===== src/rtl/alu_pipe.sv =====
// alu_pipe: two-stage integer ALU (S1 operand register, S2 result register) that returns results to the ROB.
// Define ALU_MUL_EN to add MUL/MULH/MULHSU/MULHU, which hold S2 for MUL_LAT cycles before presenting.
`ifndef OpcodeLength
`define OpcodeLength 5
`endif

module alu_pipe #(
  parameter int XLEN    = 32,
  parameter int TAG_W   = 4,
  parameter int MUL_LAT = 3
) (
  input  logic                   clk,
  input  logic                   rst,
  input  logic                   flush,
  input  logic                   in_valid,
  output logic                   in_ready,
  input  logic [`OpcodeLength:0] in_op,
  input  logic [XLEN-1:0]        in_v1,
  input  logic [XLEN-1:0]        in_v2,
  input  logic [XLEN-1:0]        in_imm,
  input  logic [XLEN-1:0]        in_pc,
  input  logic [TAG_W-1:0]       in_tag,
  output logic                   out_valid,
  input  logic                   out_ready,
  output logic [XLEN-1:0]        out_data,
  output logic [XLEN-1:0]        out_jpc,
  output logic                   out_taken,
  output logic [TAG_W-1:0]       out_tag,
  output logic                   out_illegal
);

  typedef enum logic [`OpcodeLength:0] {
    OP_ADD, OP_SUB, OP_SLL, OP_SLT, OP_SLTU, OP_XOR, OP_SRL, OP_SRA, OP_OR, OP_AND,
    OP_ADDI, OP_SLTI, OP_SLTIU, OP_XORI, OP_ORI, OP_ANDI, OP_SLLI, OP_SRLI, OP_SRAI,
    OP_LUI, OP_AUIPC, OP_JAL, OP_JALR,
    OP_BEQ, OP_BNE, OP_BLT, OP_BGE, OP_BLTU, OP_BGEU,
    OP_MUL, OP_MULH, OP_MULHSU, OP_MULHU
  } op_e;

  localparam int SH_W  = (XLEN == 64) ? 6 : 5;
  localparam int CNT_W = $clog2(MUL_LAT + 1);

  logic                   s1_valid;
  logic [`OpcodeLength:0] s1_op;
  logic [XLEN-1:0]        s1_v1, s1_v2, s1_imm, s1_pc;
  logic [TAG_W-1:0]       s1_tag;
  logic                   s2_valid;
  logic [CNT_W-1:0]       mul_cnt;

  logic                   s2_free, s1_adv, accept;
  logic [SH_W-1:0]        sh_r, sh_i;
  logic [XLEN-1:0]        pc4, imm_hi, br_tgt;
  logic [XLEN-1:0]        r_data, r_jpc;
  logic                   r_taken, r_illegal, r_mul, is_br;

  // A multiply sitting in S2 with a nonzero counter is not yet visible and blocks S1.
  assign out_valid = s2_valid && (mul_cnt == '0);
  assign s2_free   = !s2_valid || (out_valid && out_ready);
  assign s1_adv    = s1_valid && s2_free && !flush;
  assign in_ready  = !rst && !flush && (!s1_valid || s1_adv);
  assign accept    = in_valid && in_ready;

  assign sh_r   = s1_v2[SH_W-1:0];
  assign sh_i   = s1_imm[SH_W-1:0];
  assign pc4    = s1_pc + XLEN'(4);
  assign imm_hi = s1_imm << 12;
  assign br_tgt = s1_pc + s1_imm;

`ifdef ALU_MUL_EN
  logic [2*XLEN-1:0] mul_a, mul_b, prod;

  // One multiplier; signedness is chosen by extending the operands to 2*XLEN bits.
  assign mul_a = {{XLEN{((s1_op == OP_MULH) || (s1_op == OP_MULHSU)) && s1_v1[XLEN-1]}}, s1_v1};
  assign mul_b = {{XLEN{(s1_op == OP_MULH) && s1_v2[XLEN-1]}}, s1_v2};
  assign prod  = mul_a * mul_b;
`endif

  always_comb begin
    r_data    = '0;
    r_jpc     = pc4;
    r_taken   = 1'b0;
    r_illegal = 1'b0;
    r_mul     = 1'b0;
    is_br     = 1'b0;
    case (s1_op)
      OP_ADD:   r_data = s1_v1 + s1_v2;
      OP_SUB:   r_data = s1_v1 - s1_v2;
      OP_SLL:   r_data = s1_v1 << sh_r;
      OP_SLT:   r_data = {{(XLEN-1){1'b0}}, $signed(s1_v1) < $signed(s1_v2)};
      OP_SLTU:  r_data = {{(XLEN-1){1'b0}}, s1_v1 < s1_v2};
      OP_XOR:   r_data = s1_v1 ^ s1_v2;
      OP_SRL:   r_data = s1_v1 >> sh_r;
      OP_SRA:   r_data = $signed(s1_v1) >>> sh_r;
      OP_OR:    r_data = s1_v1 | s1_v2;
      OP_AND:   r_data = s1_v1 & s1_v2;
      OP_ADDI:  r_data = s1_v1 + s1_imm;
      OP_SLTI:  r_data = {{(XLEN-1){1'b0}}, $signed(s1_v1) < $signed(s1_imm)};
      OP_SLTIU: r_data = {{(XLEN-1){1'b0}}, s1_v1 < s1_imm};
      OP_XORI:  r_data = s1_v1 ^ s1_imm;
      OP_ORI:   r_data = s1_v1 | s1_imm;
      OP_ANDI:  r_data = s1_v1 & s1_imm;
      OP_SLLI:  r_data = s1_v1 << sh_i;
      OP_SRLI:  r_data = s1_v1 >> sh_i;
      OP_SRAI:  r_data = $signed(s1_v1) >>> sh_i;
      OP_LUI:   r_data = imm_hi;
      OP_AUIPC: r_data = s1_pc + imm_hi;
      OP_JAL: begin
        r_data  = pc4;
        r_jpc   = br_tgt;
        r_taken = 1'b1;
      end
      OP_JALR: begin
        r_data  = pc4;
        r_jpc   = (s1_v1 + s1_imm) & ~XLEN'(1);
        r_taken = 1'b1;
      end
      OP_BEQ:  begin is_br = 1'b1; r_taken = (s1_v1 == s1_v2); end
      OP_BNE:  begin is_br = 1'b1; r_taken = (s1_v1 != s1_v2); end
      OP_BLT:  begin is_br = 1'b1; r_taken = ($signed(s1_v1) < $signed(s1_v2)); end
      OP_BGE:  begin is_br = 1'b1; r_taken = ($signed(s1_v1) >= $signed(s1_v2)); end
      OP_BLTU: begin is_br = 1'b1; r_taken = (s1_v1 < s1_v2); end
      OP_BGEU: begin is_br = 1'b1; r_taken = (s1_v1 >= s1_v2); end
`ifdef ALU_MUL_EN
      OP_MUL: begin
        r_mul  = 1'b1;
        r_data = prod[XLEN-1:0];
      end
      OP_MULH, OP_MULHSU, OP_MULHU: begin
        r_mul  = 1'b1;
        r_data = prod[2*XLEN-1:XLEN];
      end
`endif
      default: r_illegal = 1'b1;
    endcase
    if (is_br && r_taken)
      r_jpc = br_tgt;
  end

  // Operand register: holds an op until the result register can take it.
  always_ff @(posedge clk or posedge rst) begin
    if (rst) begin
      s1_valid <= 1'b0;
      s1_op    <= '0;
      s1_v1    <= '0;
      s1_v2    <= '0;
      s1_imm   <= '0;
      s1_pc    <= '0;
      s1_tag   <= '0;
    end else if (flush) begin
      s1_valid <= 1'b0;
    end else if (accept) begin
      s1_valid <= 1'b1;
      s1_op    <= in_op;
      s1_v1    <= in_v1;
      s1_v2    <= in_v2;
      s1_imm   <= in_imm;
      s1_pc    <= in_pc;
      s1_tag   <= in_tag;
    end else if (s1_adv) begin
      s1_valid <= 1'b0;
    end
  end

  // Result register: outputs only change on load, so a stalled result stays stable.
  always_ff @(posedge clk or posedge rst) begin
    if (rst) begin
      s2_valid    <= 1'b0;
      mul_cnt     <= '0;
      out_data    <= '0;
      out_jpc     <= '0;
      out_taken   <= 1'b0;
      out_tag     <= '0;
      out_illegal <= 1'b0;
    end else if (flush) begin
      s2_valid <= 1'b0;
      mul_cnt  <= '0;
    end else if (s1_adv) begin
      s2_valid    <= 1'b1;
      mul_cnt     <= r_mul ? CNT_W'(MUL_LAT) : '0;
      out_data    <= r_data;
      out_jpc     <= r_jpc;
      out_taken   <= r_taken;
      out_tag     <= s1_tag;
      out_illegal <= r_illegal;
    end else if (out_valid && out_ready) begin
      s2_valid <= 1'b0;
    end else if (mul_cnt != '0) begin
      mul_cnt <= mul_cnt - CNT_W'(1);
    end
  end

endmodule


===== config.mk =====
export PLATFORM = sky130hd
export DESIGN_NAME = alu_pipe
export DESIGN_NICKNAME = d
export VERILOG_FILES = /design/src/rtl/alu_pipe.sv
export SDC_FILE = /design/constraint.sdc
export NUM_CORES = 1
export LEC_CHECK = 0
export CORE_UTILIZATION = 25
export CTS_CLUSTER_DIAMETER = 80
export DETAILED_ROUTE_END_ITERATION = 8
export SKIP_CTS_REPAIR_TIMING = 1
export SLEW_MARGIN = 20
export SYNTH_ARGS = -nofsm -noshare
export SYNTH_HDL_FRONTEND = slang
export SYNTH_SLANG_ARGS = --single-unit

===== constraint.sdc =====
create_clock -name clk -period 8.7 [get_ports clk]
set_clock_uncertainty 0.2 [all_clocks]
set_input_delay 1.74 -clock clk [delete_from_list [all_inputs] [get_ports clk]]
set_output_delay 1.74 -clock clk [all_outputs]
set_load 0.02 [all_outputs]

==> impl_metrics.py, run 1 <==
metrics = {
    "routing": {
        "wire_per_inst_um": 31.1,
        "drt_pre_antenna_iters": 9,
        "antenna_left": 0,
        "drc": 1,
        "via_per_inst": 6.06,
        "finalWirelength_um": 153000,
        "vias": 29800,
        "drt_first_iter_violations": 4175,
    },
    "yosys": {
        "postSynthCellCount": 3377,
        "syn_area_um2": 26300,
        "synth_cell_types": 90,
        "synth_warnings": 0,
        "synth_edf_count": 0,
        "ys_seq_area_share_pct": 20.2,
        "syn_avg_cell_area_um2": 7.78,
        "synth_async_sr_flop_share_pct": 100,
        "ys_ff_latch": 212,
        "synthFlopType": "dfrtp_1",
        "syn_nets": 3703,
    },
    "global_routing": {
        "antenna_found_initial": 9,
        "grt_overflow": 0,
        "grt_pass1_vias": 27300,
        "grt_first_pass_wirelength_um": 212000,
        "grt_max_degree": 130,
        "gr-usage-all-layers_pct": 27.6,
    },
    "worst_hold_path": {
        "holdCritStartpoint": "s1_tag[1]$_DFFE_PP0P_",
        "min_path_type": "flop to flop",
    },
    "placement": {
        "finalWeightedCongestion": 1.06,
        "place_area_um2": 30100,
        "port_buffers": 214,
        "dp_hpwl_um": 117000,
    },
    "cts": {
        "cts.sinks": 212,
        "cts_max_level": 2,
        "clockBufferDepth": 3,
        "clock_latency_ps": 570,
        "cts_root_buf": "clkbuf_16",
        "path_clk_slew_ps": 60,
        "cts_buffers": 36,
        "cts_tree": "yes",
    },
    "timing": {
        "setup_violations": 0,
        "post-route-min-period_ps": 5490,
        "fmaxAchievable_mhz": 182,
        "hold_violations": 0,
        "grt_setup_unrepaired": "false",
        "final-max-slew-violation-count": 0,
        "timing.final.crit_share_pct": 63.1,
        "max_slew_margin_pct": 15.6,
        "max_slew.worst_pin.slew_ps": 1260,
        "fin_setup_tns_ps": 0,
    },
    "critical_path": {
        "cp_max_fo": 8,
        "crit_start": "s1_v1[0]$_DFFE_PP0P_",
        "max_stage_delay_ps": 1020,
        "arrival_ps": 5740,
        "critPathRequiredTime_ps": 8950,
        "r2r_start": "s1_v1[0]$_DFFE_PP0P_",
        "rrSetupSlack_ps": 3210,
        "startpoint_type": "flop",
        "worstSetupPathType": "flop to flop",
        "path_cells": "clkinv_1, ha_1, inv_1, fa_1, nand3_1, a21oi_1, o31ai_1, nand2_1, a2111oi_2, buf_4, nand3_1, o21ai_2, a21boi_0, buf_4, nor3_1, a221o_1",
        "cp_slowest_cell": "o31ai_1",
        "worstSetupEndpointType": "flop",
    },
    "layout": {
        "final_common_cell": "nand2_1",
        "utilization_pct": 30.2,
        "layout-drive-gt1-share_pct": 11.7,
        "fin_area_um2": 31300,
        "nNetsFinal": 3832,
        "final_cell_mix": "349 x nand2_1, 289 x a21oi_1, 277 x nor2_1",
        "area_growth_pct": 19.3,
    },
    "power": {
        "pwr-share-comb_pct": 64.8,
        "p_per_area_nw_per_um2": 290,
        "power_frac_seq_pct": 18.7,
        "p_switching_w": 0.00489,
        "power.internal_w": 0.00418,
        "p_leak_nw": 12.6,
        "power.total_w": 0.00908,
        "p_clk_share_pct": 16.6,
        "swShare_pct": 53.9,
        "irDropWorstVdd_mv": 0.140,
    },
    "job": {
        "max-cap-violations": 0,
    },
    "floorplanning": {
        "die_w_um": 326,
        "die_area_um2": 106000,
        "start_util_pct": 25.3,
        "core-area_um2": 104000,
        "core.rowCount": 118,
        "chipHeight_um": 326,
        "io_pins": 215,
    },
    "run_status": {
        "violations": "design-rule violations",
        "status": "complete, but fails checks",
    },
}
## Yosys cell counts, drive strengths merged (64+ instances only)
cell | n | share of area, %
nand2 | 352 | 5.1
a21oi | 292 | 5.6
nor2 | 285 | 4.1
dfrtp | 212 | 20
o21ai | 201 | 3.9
mux2i | 197 | 7.6
ha | 178 | 8.5
clkbuf | 168 | 2.4
mux2 | 156 | 6.7
inv | 131 | 1.9
xnor2 | 116 | 3.9
nand3 | 102 | 1.9
nor3 | 76 | 1.5
buf | 71 | 1.5
o22ai | 64 | 1.5
## cells by family after synthesis
logic type,after synthesis,share of synthesized area [%]
xor gates and xnor gates,153,5.10
DFF,212,20.2
muxes,366,15.4
and+or+nand+nor,1028,17.9
adders and majority gates,183,8.86
AOI/OAI and AO/OA,1063,26.6
buffers and inverters,372,5.83
## state kept, by name (all words and copies together), names as in the netlist, 2 cells and up
register  cells
mul_cnt       2
out_data     32
out_jpc      32
out_tag       4
s1_imm       32
s1_op         6
s1_pc        32
s1_tag        4
s1_v1        32
s1_v2        32
## area by class of cell
type | instances | area, µm²
multi-input combinational | 2793 | 19500
tap | 1380 | 1730
clock inverter | 16 | 178
sequential | 212 | 5310
inverter | 133 | 507
antenna | 2 | 5.00
clock buffer | 47 | 1030
fill | 11200 | 72500
timing repair buffer | 330 | 3030
## worst max-delay path, delay by kind of cell, from the launching register on
family | cells | cell delay, ps
buffers and inverters | 4 | 800
adders and majority gates | 2 | 620
and+or+nand+nor | 4 | 670
AOI/OAI and AO/OA | 6 | 2550
DFF | 1 | 490
## power groups by stage
stage / registers [W] / clock network, W / logic, W
6_report: 0.00169 / 0.00150 / 0.00588
5_1_grt: 0.00171 / 0.00156 / 0.00613
4_1_cts: 0.00169 / 0.00153 / 0.00566
3_5_place_dp: 0.00170 / 0 / 0.00563
3_3_place_gp: 0.00170 / 0 / 0.00565
2_1_floorplan: 0.00163 / 0 / 0.00340
## per-layer routing
layer  part of all wire (%)  routed length [µm]  track usage, %
met1                     40               60700            35.5
met2                     44               66500            42.1
met3                    9.7               14800            5.65
met4                    7.1               10800            16.9
met5                  0.037                  57               0
## worst paths after layout
path,to,depth (start not counted)
max in group asynchronous,s1_pc[27]$_DFFE_PP0P_,3
min in group asynchronous,s2_valid$_DFFE_PP0P_,2
worst min-delay path,out_tag[1]$_DFFE_PP0P_,2
worst min register to register,out_tag[1]$_DFFE_PP0P_,2
worst max-delay path,out_jpc[18]$_DFFE_PP0P_,16
worst max register to register,out_jpc[18]$_DFFE_PP0P_,16
## per-stage QoR
step                setup slack [ps]  hold slack [ps]  cells
floorplan                        966              233   3377
global placement                3160              248   4848
detailed placement              3200              258   4848
CTS                             3250              270   4911
global route                    3140              287   4911
finish                          3210              269   4913
Note: power is estimated with default switching activity, not from simulation.
==> inputs of run 2 (changes only) <==
Clock period 8.7 ns to 5.5 ns, I/O delays scaled along.
==> impl_metrics.py, run 2 (synthesized netlist as in run 1, its figures left out) <==
metrics = {
    "cts": {
        "cts_buffers": 31,
        "cts_max_level": 1,
        "path_clk_slew_ps": 70,
        "clock_latency_ps": 620,
        "cts_root_buf": "clkbuf_16",
        "cts.sinks": 212,
        "cts_tree": "yes",
        "clockBufferDepth": 3,
    },
    "routing": {
        "drc": 0,
        "vias": 30100,
        "finalWirelength_um": 148000,
        "drt_pre_antenna_iters": 6,
        "top_layer_used": "met5",
        "via_per_inst": 6.08,
        "wire_per_inst_um": 29.8,
        "wl_met2_um": 63100,
        "drt_first_iter_violations": 4384,
        "antenna_left": 0,
        "met1_length_um": 55200,
        "wl_met3_um": 17500,
    },
    "critical_path": {
        "critPathRequiredTime_ps": 5800,
        "arrival_ps": 5160,
        "cp_max_fo": 26,
        "critPathBufInv": 3,
        "max_stage_delay_ps": 850,
        "worstSetupPathType": "flop to flop",
        "worstSetupEndpointType": "flop",
        "startpoint_type": "flop",
        "path_cells": "ha_1, inv_1, fa_1, nand3_1, a21oi_1, o31ai_1, nand2_1, a2111oi_2, buf_4, nand3_1, o21ai_2, buf_4, and2_1, o31ai_1, o311ai_0",
        "cp_slowest_cell": "o31ai_1",
        "critical_path.top_delay_family": "compound AO/OA/AOI/OAI gates",
    },
    "global_routing": {
        "antenna_found_initial": 9,
        "grt_max_degree": 103,
        "gr-usage-all-layers_pct": 26.5,
        "grt_overflow": 0,
        "grt_first_pass_wirelength_um": 206000,
        "grt_pass1_vias": 28000,
    },
    "timing": {
        "max_slew.worst_pin.slew_ps": 1260,
        "grt_setup_unrepaired": "false",
        "max_slew_margin_pct": 16.2,
        "fin_setup_tns_ps": 0,
        "post-route-min-period_ps": 4850,
        "setup_violations": 0,
        "hold_violations": 0,
        "fmaxAchievable_mhz": 206,
        "timing.final.crit_share_pct": 88.2,
        "final-max-slew-violation-count": 0,
    },
    "layout": {
        "fillers": 11100,
        "final_cell_mix": "349 x nand2_1, 289 x a21oi_1, 278 x nor2_1",
        "final_common_cell": "nand2_1",
        "layout-drive-gt1-share_pct": 12.6,
        "utilization_pct": 30.4,
        "nNetsFinal": 3873,
        "area_growth_pct": 20.1,
    },
    "floorplanning": {
        "io_pins": 215,
        "die_w_um": 326,
        "start_util_pct": 25.3,
        "chipHeight_um": 326,
        "core-area_um2": 104000,
        "core.rowCount": 118,
        "die_area_um2": 106000,
    },
    "power": {
        "power.total_w": 0.0140,
        "p_per_area_nw_per_um2": 445,
        "irDropWorstVdd_mv": 0.300,
        "p_leak_nw": 12.8,
    },
    "run_status": {
        "status": "finished, final reports clean",
    },
    "placement": {
        "finalWeightedCongestion": 1.14,
        "dp_hpwl_um": 113000,
        "port_buffers": 214,
    },
    "worst_hold_path": {
        "min_path_type": "flop to flop",
    },
    "job": {
        "max-cap-violations": 0,
    },
}
==> run 2: cell count changes in the layout (fill, tap and decap cells not counted), sizes merged <==
cell,change
diode,-1
clkinvlp,+1
clkinv,+3
buf,+46
bufinv,+2
inv,-2
clkbuf,-11
==> run 2: path summary, 6_finish.rpt <==
kind | slack, ps | cells after the start | endpoint | start
worst max-delay path | 650 | 15 | out_jpc[30]$_DFFE_PP0P_ | s1_v2[0]$_DFFE_PP0P_
worst min-delay path | 270 | 2 | out_tag[1]$_DFFE_PP0P_ | s1_tag[1]$_DFFE_PP0P_
worst max register to register | 650 | 15 | out_jpc[30]$_DFFE_PP0P_ | s1_v2[0]$_DFFE_PP0P_
worst min register to register | 270 | 2 | out_tag[1]$_DFFE_PP0P_ | s1_tag[1]$_DFFE_PP0P_
max in group asynchronous | 3140 | 3 | s1_v1[28]$_DFFE_PP0P_ | rst
min in group asynchronous | 810 | 2 | s1_valid$_DFFE_PP0P_ | rst
==> run 2: metal layers <==
metal / track usage [%] / vias up
met2: 40.6 / 2243
met4: 16.9 / 12
met3: 6.63 / 579
met5: 0 / -
li1: - / 12900
met1: 33.1 / 14400
==> run 2: through the flow <==
| stage | cell area (µm²) | hold slack, ps | instances | setup slack (ps) |
|---|---|---|---|---|
| 4_1_cts | 31500 | 267 | 4950 | 852 |
| 6_report | 31500 | 270 | 4951 | 647 |
| 2_1_floorplan | 26300 | 233 | 3377 | 1440 |
| 3_5_place_dp | 30400 | 251 | 4894 | 822 |
| 5_1_grt | 31500 | 303 | 4950 | 296 |
| 3_3_place_gp | 30400 | 240 | 4894 | 809 |
==> run 2: worst register-to-register path: cells and delay by family, from the launching register on <==
family / cells / cell delay, ps
buffers and inverters: 3 / 690
adder cells (fa/ha/maj): 2 / 680
AND/OR/NAND/NOR: 4 / 910
AO/OA/AOI/OAI: 6 / 1670
flip-flops: 1 / 620
==> run 2: power breakdown <==
part,internal [W],switching (W)
clock network,0.00128,0.000877
logic,0.00333,0.00595
registers,0.00195,0.000640
total,0.00656,0.00746
==> run 2: layout make-up <==
cell class                 instances  area, µm²  area share [%]
tap                             1380       1730            5.48
clock inverter                    20        244           0.774
clock buffer                      36        835            2.65
antenna                            1       2.50         0.00794
inverter                         133        503            1.60
multi-input combinational       2793      19500            61.9
timing repair buffer             376       3410            10.8
sequential                       212       5310            16.8
